[src/rtl/sd_dat_rx.sv]
// sd_dat_rx: SD DAT0 single-block receiver.
// It checks the start bit, shifts in the data bytes, then compares the serial CRC16 and checks the end bit.
module sd_dat_rx #(
    parameter int BLOCK_BYTES = 512,
    parameter int ADDR_W      = 9,
    parameter int TIMEOUT     = 65535
) (
    input  logic              iclk,
    input  logic              irst,
    input  logic              istart,
    input  logic              idat,
    output logic [7:0]        odata,
    output logic              ovalid,
    output logic [ADDR_W-1:0] oaddr,
    output logic              obusy,
    output logic              odone,
    output logic              ocrc_err,
    output logic              oend_err,
    output logic              otimeout
);
    typedef enum logic [2:0] {IDLE, WAIT_START, DATA, CRC, END} state_t;
    state_t      state, state_d;
    logic [15:0] cnt, crc, rx;
    logic [15:0] crc_next, rx_next;
    logic        cnt_end;

    assign obusy    = state != IDLE;
    assign rx_next  = {rx[14:0], idat};
    assign crc_next = {crc[14:0], 1'b0} ^ ({16{idat ^ crc[15]}} & 16'h1021);

    always_comb begin
        state_d = state;
        cnt_end = 1'b0;
        case (state)
            IDLE: state_d = istart ? WAIT_START : IDLE;
            WAIT_START: begin
                cnt_end = cnt == 16'(TIMEOUT - 1);
                state_d = !idat ? DATA : cnt_end ? IDLE : WAIT_START;
            end
            DATA: begin
                cnt_end = cnt == 16'(BLOCK_BYTES * 8 - 1);
                state_d = cnt_end ? CRC : DATA;
            end
            CRC: begin
                cnt_end = cnt == 16'd15;
                state_d = cnt_end ? END : CRC;
            end
            END: state_d = IDLE;
            default: state_d = IDLE;
        endcase
    end

    // cnt restarts on every state change so each phase counts from zero
    always_ff @(posedge iclk or posedge irst) begin
        if (irst) begin
            state    <= IDLE;
            cnt      <= '0;
            crc      <= '0;
            rx       <= '0;
            odata    <= '0;
            oaddr    <= '0;
            ovalid   <= 1'b0;
            odone    <= 1'b0;
            ocrc_err <= 1'b0;
            oend_err <= 1'b0;
            otimeout <= 1'b0;
        end else begin
            state  <= state_d;
            cnt    <= (state_d != state || state == IDLE) ? '0 : cnt + 16'd1;
            ovalid <= 1'b0;
            odone  <= 1'b0;
            case (state)
                IDLE: if (istart) begin
                    ocrc_err <= 1'b0;
                    oend_err <= 1'b0;
                    otimeout <= 1'b0;
                    crc      <= '0;
                    oaddr    <= '0;
                end
                WAIT_START: if (idat && cnt_end) begin
                    otimeout <= 1'b1;
                    odone    <= 1'b1;
                end
                DATA: begin
                    rx  <= rx_next;
                    crc <= crc_next;
                    if (cnt[2:0] == 3'd7) begin
                        ovalid <= 1'b1;
                        odata  <= rx_next[7:0];
                        oaddr  <= ADDR_W'(cnt >> 3);
                    end
                end
                CRC: begin
                    rx <= rx_next;
                    if (cnt_end && rx_next != crc) ocrc_err <= 1'b1;
                end
                END: begin
                    if (!idat) oend_err <= 1'b1;
                    odone <= 1'b1;
                end
                default: ;
            endcase
        end
    end
endmodule
[config.mk]
export PLATFORM = sky130hd
export DESIGN_NAME = sd_dat_rx
export DESIGN_NICKNAME = d
export VERILOG_FILES = /design/src/rtl/sd_dat_rx.sv
export SDC_FILE = /design/constraint.sdc
export NUM_CORES = 1
export LEC_CHECK = 0
export BUFFER_PORTS_ARGS = -buffer_cell sky130_fd_sc_hd__buf_2
export CAP_MARGIN = 40
export CORE_ASPECT_RATIO = 1.75
export CORE_MARGIN = 5
export CORE_UTILIZATION = 50
export CTS_BUF_LIST = sky130_fd_sc_hd__clkbuf_2
export CTS_CLUSTER_SIZE = 25
export DETAILED_ROUTE_END_ITERATION = 7
export PLACE_DENSITY = 0.67
export REMOVE_ABC_BUFFERS = 1
export SLEW_MARGIN = 20
export SYNTH_ARGS = -nofsm -noshare
export SYNTH_HDL_FRONTEND = slang
export SYNTH_SLANG_ARGS = --single-unit
[constraint.sdc]
create_clock -name iclk -period 2.4 [get_ports iclk]
set_input_delay 0 -clock iclk [delete_from_list [all_inputs] [get_ports iclk]]
set_output_delay 0 -clock iclk [all_outputs]
set_load 0.05 [all_outputs]
==> results.json, run 1 <==
{
  "reg2reg_from": "cnt[0]$_DFF_PP0_",
  "setup_violations": 0,
  "initial_core_util_pct": 50.4,
  "vias": 2385,
  "firstDrtPassIters": 4,
  "end_kind": "flop",
  "htreeDepth": 3,
  "cts_tree": "yes",
  "finalCritPeriodShare_pct": 90.5,
  "slew_headroom_pct": 60.1,
  "p_leak_nw": 1.73,
  "ff_latch_area_mm2": 0.00180,
  "critical_path_required_ns": 2.82,
  "cts_buffer_depth": 2,
  "nets": 356,
  "rows": 40,
  "syn_avg_cell_area_um2": 10.8,
  "ys_ff_latch": 72,
  "hpwlAfterDp_mm": 4.93,
  "status": "completed",
  "die_width_um": 72.6,
  "critical_path_class": "flop to flop",
  "grt.overflow.total": 0,
  "final_hold_viol_count": 0,
  "dpl_cell_area_mm2": 0.00365,
  "grt_pass1_wl_mm": 12.1,
  "hold_path.class": "input pin to async pin",
  "grt_setup_unrepaired": "no",
  "syn_area_mm2": 0.00343,
  "grt_usage_pct": 18.0,
  "holdWs_ns": 0.0412,
  "max_freq_mhz": 461,
  "yosysUniqueCellTypes": 41,
  "post-route-drc-count": 0,
  "cts-buffers-inserted": 9,
  "cp.arrival_ns": 2.59,
  "p_per_area_mw_per_mm2": 1180,
  "fillers": 635,
  "tightest_slew_ns": 0.597,
  "die_area_mm2": 0.00869,
  "via_per_inst": 5.46,
  "ioPinCount": 27,
  "routed_wirelength_mm": 6.89,
  "grt_pass1_vias": 2564,
  "ys_seq_area_share_pct": 52.5,
  "ant_nets": 0,
  "wl_per_cell_um": 15.8,
  "syn_inst": 318,
  "drtIter0Drc": 143,
  "slew_viol_final": 0,
  "clock_skew_ns": 0.0196,
  "clk_pin_slew_ns": 0.20,
  "period_minus_slack_ns": 2.17,
  "place_congestion": 0.797,
  "io_buffer_count": 26,
  "syn2layout_area_growth_pct": 11.2,
  "critPathLaunchType": "flop",
  "ir_worst_vdd_uv": 714,
  "cts_sinks": 72,
  "post-cts-setup-buffers": 0,
  "multi_input_area_mm2": 0.00148,
  "grt_max_degree": 46,
  "clk_latency_ns": 0.54,
  "final_layout_size_suffix_gt1_share_pct": 26.1,
  "cts_root_buffer": "clkbuf_2",
  "stdcell_area_mm2": 0.00382,
  "crit_start": "cnt[0]$_DFF_PP0_",
  "antenna_found_initial": 0,
  "synth_warnings": 0,
  "maxCapViolCount": 0,
  "die_h_um": 120,
  "cp_max_fo": 10,
  "core-area_mm2": 0.00681,
  "antenna_cells": 0
}
[path summary, 6_finish.rpt]
check | depth (start not counted) | slack (ns) | end
max | 7 | 0.23 | cnt[4]$_DFF_PP0_
max in group asynchronous | 4 | 1.71 | odone$_DFF_PP0_
min | 3 | 0.04 | rx[10]$_DFFE_PP0P_
min reg2reg | 1 | 0.53 | odata[0]$_DFFE_PP0P_
min in group iclk | 3 | 0.37 | odata[0]$_DFFE_PP0P_
max reg2reg | 7 | 0.23 | cnt[4]$_DFF_PP0_
[worst max-delay path, stage by stage, from the launching register on]
cell and delay, ns:
dfrtp_1 0.47, inv_1 0.08, ha_1 0.14, nand4_1 0.12, or4_4 0.52, a2111oi_4 0.38, buf_4 0.27, nor3_1 0.08
[layout by cell type (no fill, tap or decap), drive strengths merged, types with 4 or more instances in the layout]
cell type	n
dfrtp	72
nand2	39
buf	34
o21ai	26
mux2	23
nor3	21
xor2	17
inv	16
xnor2	15
nor4	13
nand3	13
nor2	9
clkbuf	9
nand4	6
a21oi	4
dlygate4sd3	4
[synth_stat cells, drive strengths merged]
cell type	number	area, µm²
mux2	23	259
a21oi	4	20.0
xor2	17	149
xnor2	15	131
a211oi	1	7.51
or3	2	12.5
a211o	1	10.0
a221oi	1	8.76
nand2	39	146
o21ai	26	130
nor3	21	155
nor4bb	1	10.0
inv	16	60.1
o22ai	1	6.26
buf	8	57.6
nor4b	1	15.0
nor2	9	33.8
and3	1	6.26
ha	3	37.5
a22o	1	8.76
nand2b	2	12.5
nor3b	1	7.51
nand4	6	58.8
a41oi	1	8.76
or4	2	18.8
a2111oi	1	27.5
nand3	13	65.1
nor4	13	81.3
a2bb2oi	1	8.76
dfrtp	72	1800
nand3b	2	15.0
or2	2	12.5
a22oi	1	7.51
clkbuf	10	41.3
[routing by layer]
| layer | vias to the layer above | GRT usage [%] | routed length, µm |
|---|---|---|---|
| li1 | 1162 | - | - |
| met1 | 1166 | 20.0 | 2670 |
| met2 | 36 | 30.8 | 3760 |
| met3 | 21 | 3.19 | 178 |
| met4 | 0 | 11.0 | 276 |
| met5 | - | 0 | 0 |
[sequential cells by signal, summed over array words and instances (netlist names)]
| register | flops |
|---|---|
| cnt | 16 |
| crc | 16 |
| rx | 15 |
| oaddr | 9 |
| odata | 8 |
| state | 3 |
| ocrc_err | 1 |
| odone | 1 |
| oend_err | 1 |
| otimeout | 1 |
| ovalid | 1 |
[area by class of cell]
| type | count | share of cell area (%) |
|---|---|---|
| flip-flops and latches | 72 | 47.2 |
| multi-input cells | 212 | 38.7 |
| repair buffers | 38 | 6.36 |
| well taps | 84 | 2.75 |
| clock inverters | 6 | 2.23 |
| inverters | 16 | 1.57 |
| clock buffers | 9 | 1.18 |
[logic make-up after synthesis]
logic type / after synthesis / share of synthesized area, %
AOI/OAI and AO/OA: 39 / 7.11
xor gates and xnor gates: 32 / 8.17
adders and majority gates: 3 / 1.09
buffers and inverters: 34 / 4.63
DFF: 72 / 52.5
muxes: 23 / 7.55
and+or+nand+nor: 115 / 19.0
[timing repair]
action / in CTS / in global routing
resized for setup: 0 / 0
endpoints found under the setup margin: 0 / 0
hold buffers: 4 / 0
endpoints found under the hold margin: 83 / 0
[stage by stage]
stage | instances | total power, W | worst slack [ns] | TNS, ns | util, %
floorplan | 300 | 0.00328 | -0.225 | -3.46 | -
global placement | 418 | 0.00375 | 0.305 | 0 | 53.6
detailed placement | 418 | 0.00380 | 0.262 | 0 | 53.6
CTS | 437 | 0.00458 | 0.228 | 0 | 56.1
global route | 437 | 0.00484 | 0.106 | 0 | 56.1
finish | 437 | 0.00451 | 0.229 | 0 | 56.1
[power by group]
part | leakage (nW) | internal [W] | switching [W] | total, W
clock | 0.0738 | 0.000334 | 0.000427 | 0.000761
combinational | 0.722 | 0.000669 | 0.00111 | 0.00177
sequential | 0.934 | 0.00160 | 0.000374 | 0.00197
total | 1.73 | 0.00260 | 0.00191 | 0.00451
Power figures use the tool's default switching activity.
==> inputs of run 2 (changes only) <==
--- a/config.mk
+++ b/config.mk
@@ -5,6 +5,7 @@
 export SDC_FILE = /design/constraint.sdc
 export NUM_CORES = 1
 export LEC_CHECK = 0
+export ABC_AREA = 1
 export BUFFER_PORTS_ARGS = -buffer_cell sky130_fd_sc_hd__buf_2
 export CAP_MARGIN = 40
 export CORE_ASPECT_RATIO = 1.75
@@ -13,6 +14,7 @@
 export CTS_BUF_LIST = sky130_fd_sc_hd__clkbuf_2
 export CTS_CLUSTER_SIZE = 25
 export DETAILED_ROUTE_END_ITERATION = 7
+export MAX_ROUTING_LAYER = met4
 export PLACE_DENSITY = 0.67
 export REMOVE_ABC_BUFFERS = 1
 export SLEW_MARGIN = 20
==> run 2 against run 1 <==
Flip-flop and latch count did not move. Cell count up 15%. Combinational power is 25% lower. Area after synthesis grew 0.33%. Via count is 8.5% higher. Register-to-register slack better by 0.17 ns. Clock power decreased by 8.5%. Critical path depth is 1 higher. Clock skew up 0.0056 ns. Sequential power decreased by 16%. Final area rose by 0.16%. Critical endpoint unchanged.
==> results.json, run 2 <==
{
  "status": "completed",
  "post-place-cells": 483,
  "ant_nets": 0,
  "crit_start": "cnt[0]$_DFF_PP0_",
  "min_path_cells": 4,
  "ir_worst_vdd_uv": 508,
  "final_layout_size_suffix_gt1_share_pct": 20.0,
  "finalWorstSetupSlack_ns": 0.397,
  "setup_violations": 0,
  "clock_skew_ns": 0.0252,
  "clk_pin_slew_ns": 0.21,
  "slew_headroom_pct": 59.9,
  "timing.rr.end": "cnt[4]$_DFF_PP0_",
  "yosysUniqueCellTypes": 32,
  "clk_latency_ns": 0.56,
  "hpwlAfterDp_mm": 5.28,
  "grt_max_degree": 30,
  "grt_pass1_vias": 2713,
  "nets": 422,
  "synth_common_cells": "dfrtp_1, nand2_1, inv_1",
  "p_per_area_mw_per_mm2": 961,
  "hold_end": "odata[0]$_DFFE_PP0P_",
  "yosysMostFrequentCell": "dfrtp_1",
  "critical_path_class": "flop to flop",
  "worstPathCellList": "ha_1 > nand3_2 > nor2_4 > nand2_1 > nand2_2 > nand2_2 > o21bai_4 > nor3_1",
  "rows": 40,
  "multi_input_area_mm2": 0.00140,
  "cts-buffers-inserted": 9,
  "ioPinCount": 27,
  "hp-start": "idat",
  "cp_max_fo": 16,
  "synth_top_area_share_pct": 52.3,
  "final_cell_mix": "dfrtp_1, nand2_1, inv_1",
  "cts_buffer_depth": 2,
  "cts_root_buffer": "clkbuf_2",
  "critPathLaunchType": "flop",
  "cp_common_cell": "nand2_2",
  "ys_seq_area_share_pct": 52.3,
  "antenna_found_initial": 0,
  "maxCapViolCount": 0,
  "async_flop_share_pct": 100,
  "initial_core_util_pct": 50.6,
  "r2r.worst_path.cells": 8,
  "slew_viol_final": 0,
  "crit_slowest_cell": "dfrtp_1",
  "netlist_top_cells_area": "dfrtp_1, nand2_1, inv_1, nand3_1, o21ai_0",
  "die_h_um": 120,
  "max_stage_delay_ns": 0.51,
  "ys.flop_type": "dfrtp_1",
  "final-instance-count-excl-fill": 504,
  "tightest_slew_ns": 0.601,
  "syn_area_mm2": 0.00344,
  "cp.arrival_ns": 2.43,
  "syn2layout_area_growth_pct": 11.0,
  "antenna_cells": 0,
  "max_freq_mhz": 499,
  "io_buffer_count": 26,
  "via_per_inst": 5.13,
  "synth-edff-count": 0,
  "routed_wirelength_mm": 7.24,
  "final_hold_viol_count": 0,
  "syn_inst": 378,
  "htreeDepth": 3,
  "grt_setup_unrepaired": "no",
  "grt_pass1_wl_mm": 12.6,
  "synth_warnings": 0,
  "p_total_w": 0.00368,
  "holdWs_ns": 0.375,
  "post-route-drc-count": 0,
  "cts_sinks": 72,
  "p_leak_nw": 1.82,
  "ff_latch_area_mm2": 0.00180,
  "die_width_um": 72.7,
  "critical_path_required_ns": 2.82,
  "pre_cts_ws_ns": 0.406,
  "firstDrtPassIters": 4,
  "fillers": 643,
  "largestRegisters": "cnt (16), crc (16), rx (15)",
  "end_kind": "flop",
  "drtIter0Drc": 136,
  "die_area_mm2": 0.00871,
  "place_congestion": 0.903,
  "syn_avg_cell_area_um2": 9.11,
  "tns_ns": 0,
  "post-cts-setup-buffers": 0,
  "yosys.area.top_type": "dfrtp_1",
  "core-area_mm2": 0.00681,
  "grt.overflow.total": 0,
  "wl_per_cell_um": 14.4,
  "hold_path.class": "input pin to flop",
  "ys_ff_latch": 72,
  "grt_usage_pct": 19.3,
  "finalCritPeriodShare_pct": 83.4,
  "vias": 2588,
  "period_minus_slack_ns": 2.00,
  "cts_tree": "yes",
  "layout_commonest_cell": "dfrtp_1",
  "reg2reg_slack_ns": 0.40,
  "reg2reg_from": "cnt[0]$_DFF_PP0_"
}
-- run 2: changes by cell type after synthesis, sizes merged, moves of 13 or more --
cell   delta
inv      +32
mux2     -23
nand2    +40
nand3    +18
nor2     +26
nor4     -13
o22ai    +14
-- run 2: worst max-delay path: cells and delay by family, from the launching register on --
family	cells	cell delay (ns)
AO/OA/AOI/OAI	1	0.48
flip-flops	1	0.51
AND/OR/NAND/NOR	6	0.63
adder cells (fa/ha/maj)	1	0.24
-- run 2: how the worst max path moves through the flow --
stage          slack [ns]                    to  depth (start not counted)
2_1_floorplan        0.48  oaddr[0]$_DFFE_PP0P_                          7
3_3_place_gp         0.43      cnt[3]$_DFF_PP0_                          8
3_5_place_dp         0.41      cnt[3]$_DFF_PP0_                          8
4_1_cts              0.35      cnt[4]$_DFF_PP0_                          8
5_1_grt              0.21      cnt[4]$_DFF_PP0_                          8
6_report             0.40      cnt[4]$_DFF_PP0_                          8
-- run 2: area by class of cell --
class                   count  share of cell area (%)
multi-input cells         248                    36.6
clock inverters             7                    1.90
inverters                  48                    4.71
repair buffers             36                    5.69
clock buffers               9                    1.18
flip-flops and latches     72                    47.1
well taps                  84                    2.75
-- run 2: cell families after synthesis --
logic type | after synthesis | share of synthesized area [%]
AOI/OAI and AO/OA | 50 | 8.54
xor gates and xnor gates | 25 | 6.36
adders and majority gates | 3 | 1.09
buffers and inverters | 58 | 6.98
DFF | 72 | 52.3
and+or+nand+nor | 170 | 24.7
-- run 2: where the power goes --
part / total [W] / internal (W) / switching [W]
clock network: 0.000696 / 0.000239 / 0.000457
registers: 0.00166 / 0.00145 / 0.000207
logic: 0.00132 / 0.000437 / 0.000882
-- run 2: metrics by stage --
stage | area (µm²) | utilization, %
after floorplan | 3380 | -
after global placement | 3660 | 53.7
after detailed placement | 3660 | 53.7
after CTS | 3820 | 56.2
after global routing | 3820 | 56.2
final | 3820 | 56.2
-- run 2: per-layer routing --
layer / GRT usage [%] / vias to the layer above / share of wire [%]
li1: - / 1296 / -
met1: 20.5 / 1245 / 38
met2: 32.9 / 31 / 56
met3: 3.94 / 16 / 2.4
met4: 10.4 / 0 / 3.5
met5: - / - / 0
-- run 2: timing repair --
action | in CTS | in global routing
gates resized for setup | 0 | 0
hold buffers | 5 | 0
endpoints found under the hold margin | 69 | 0
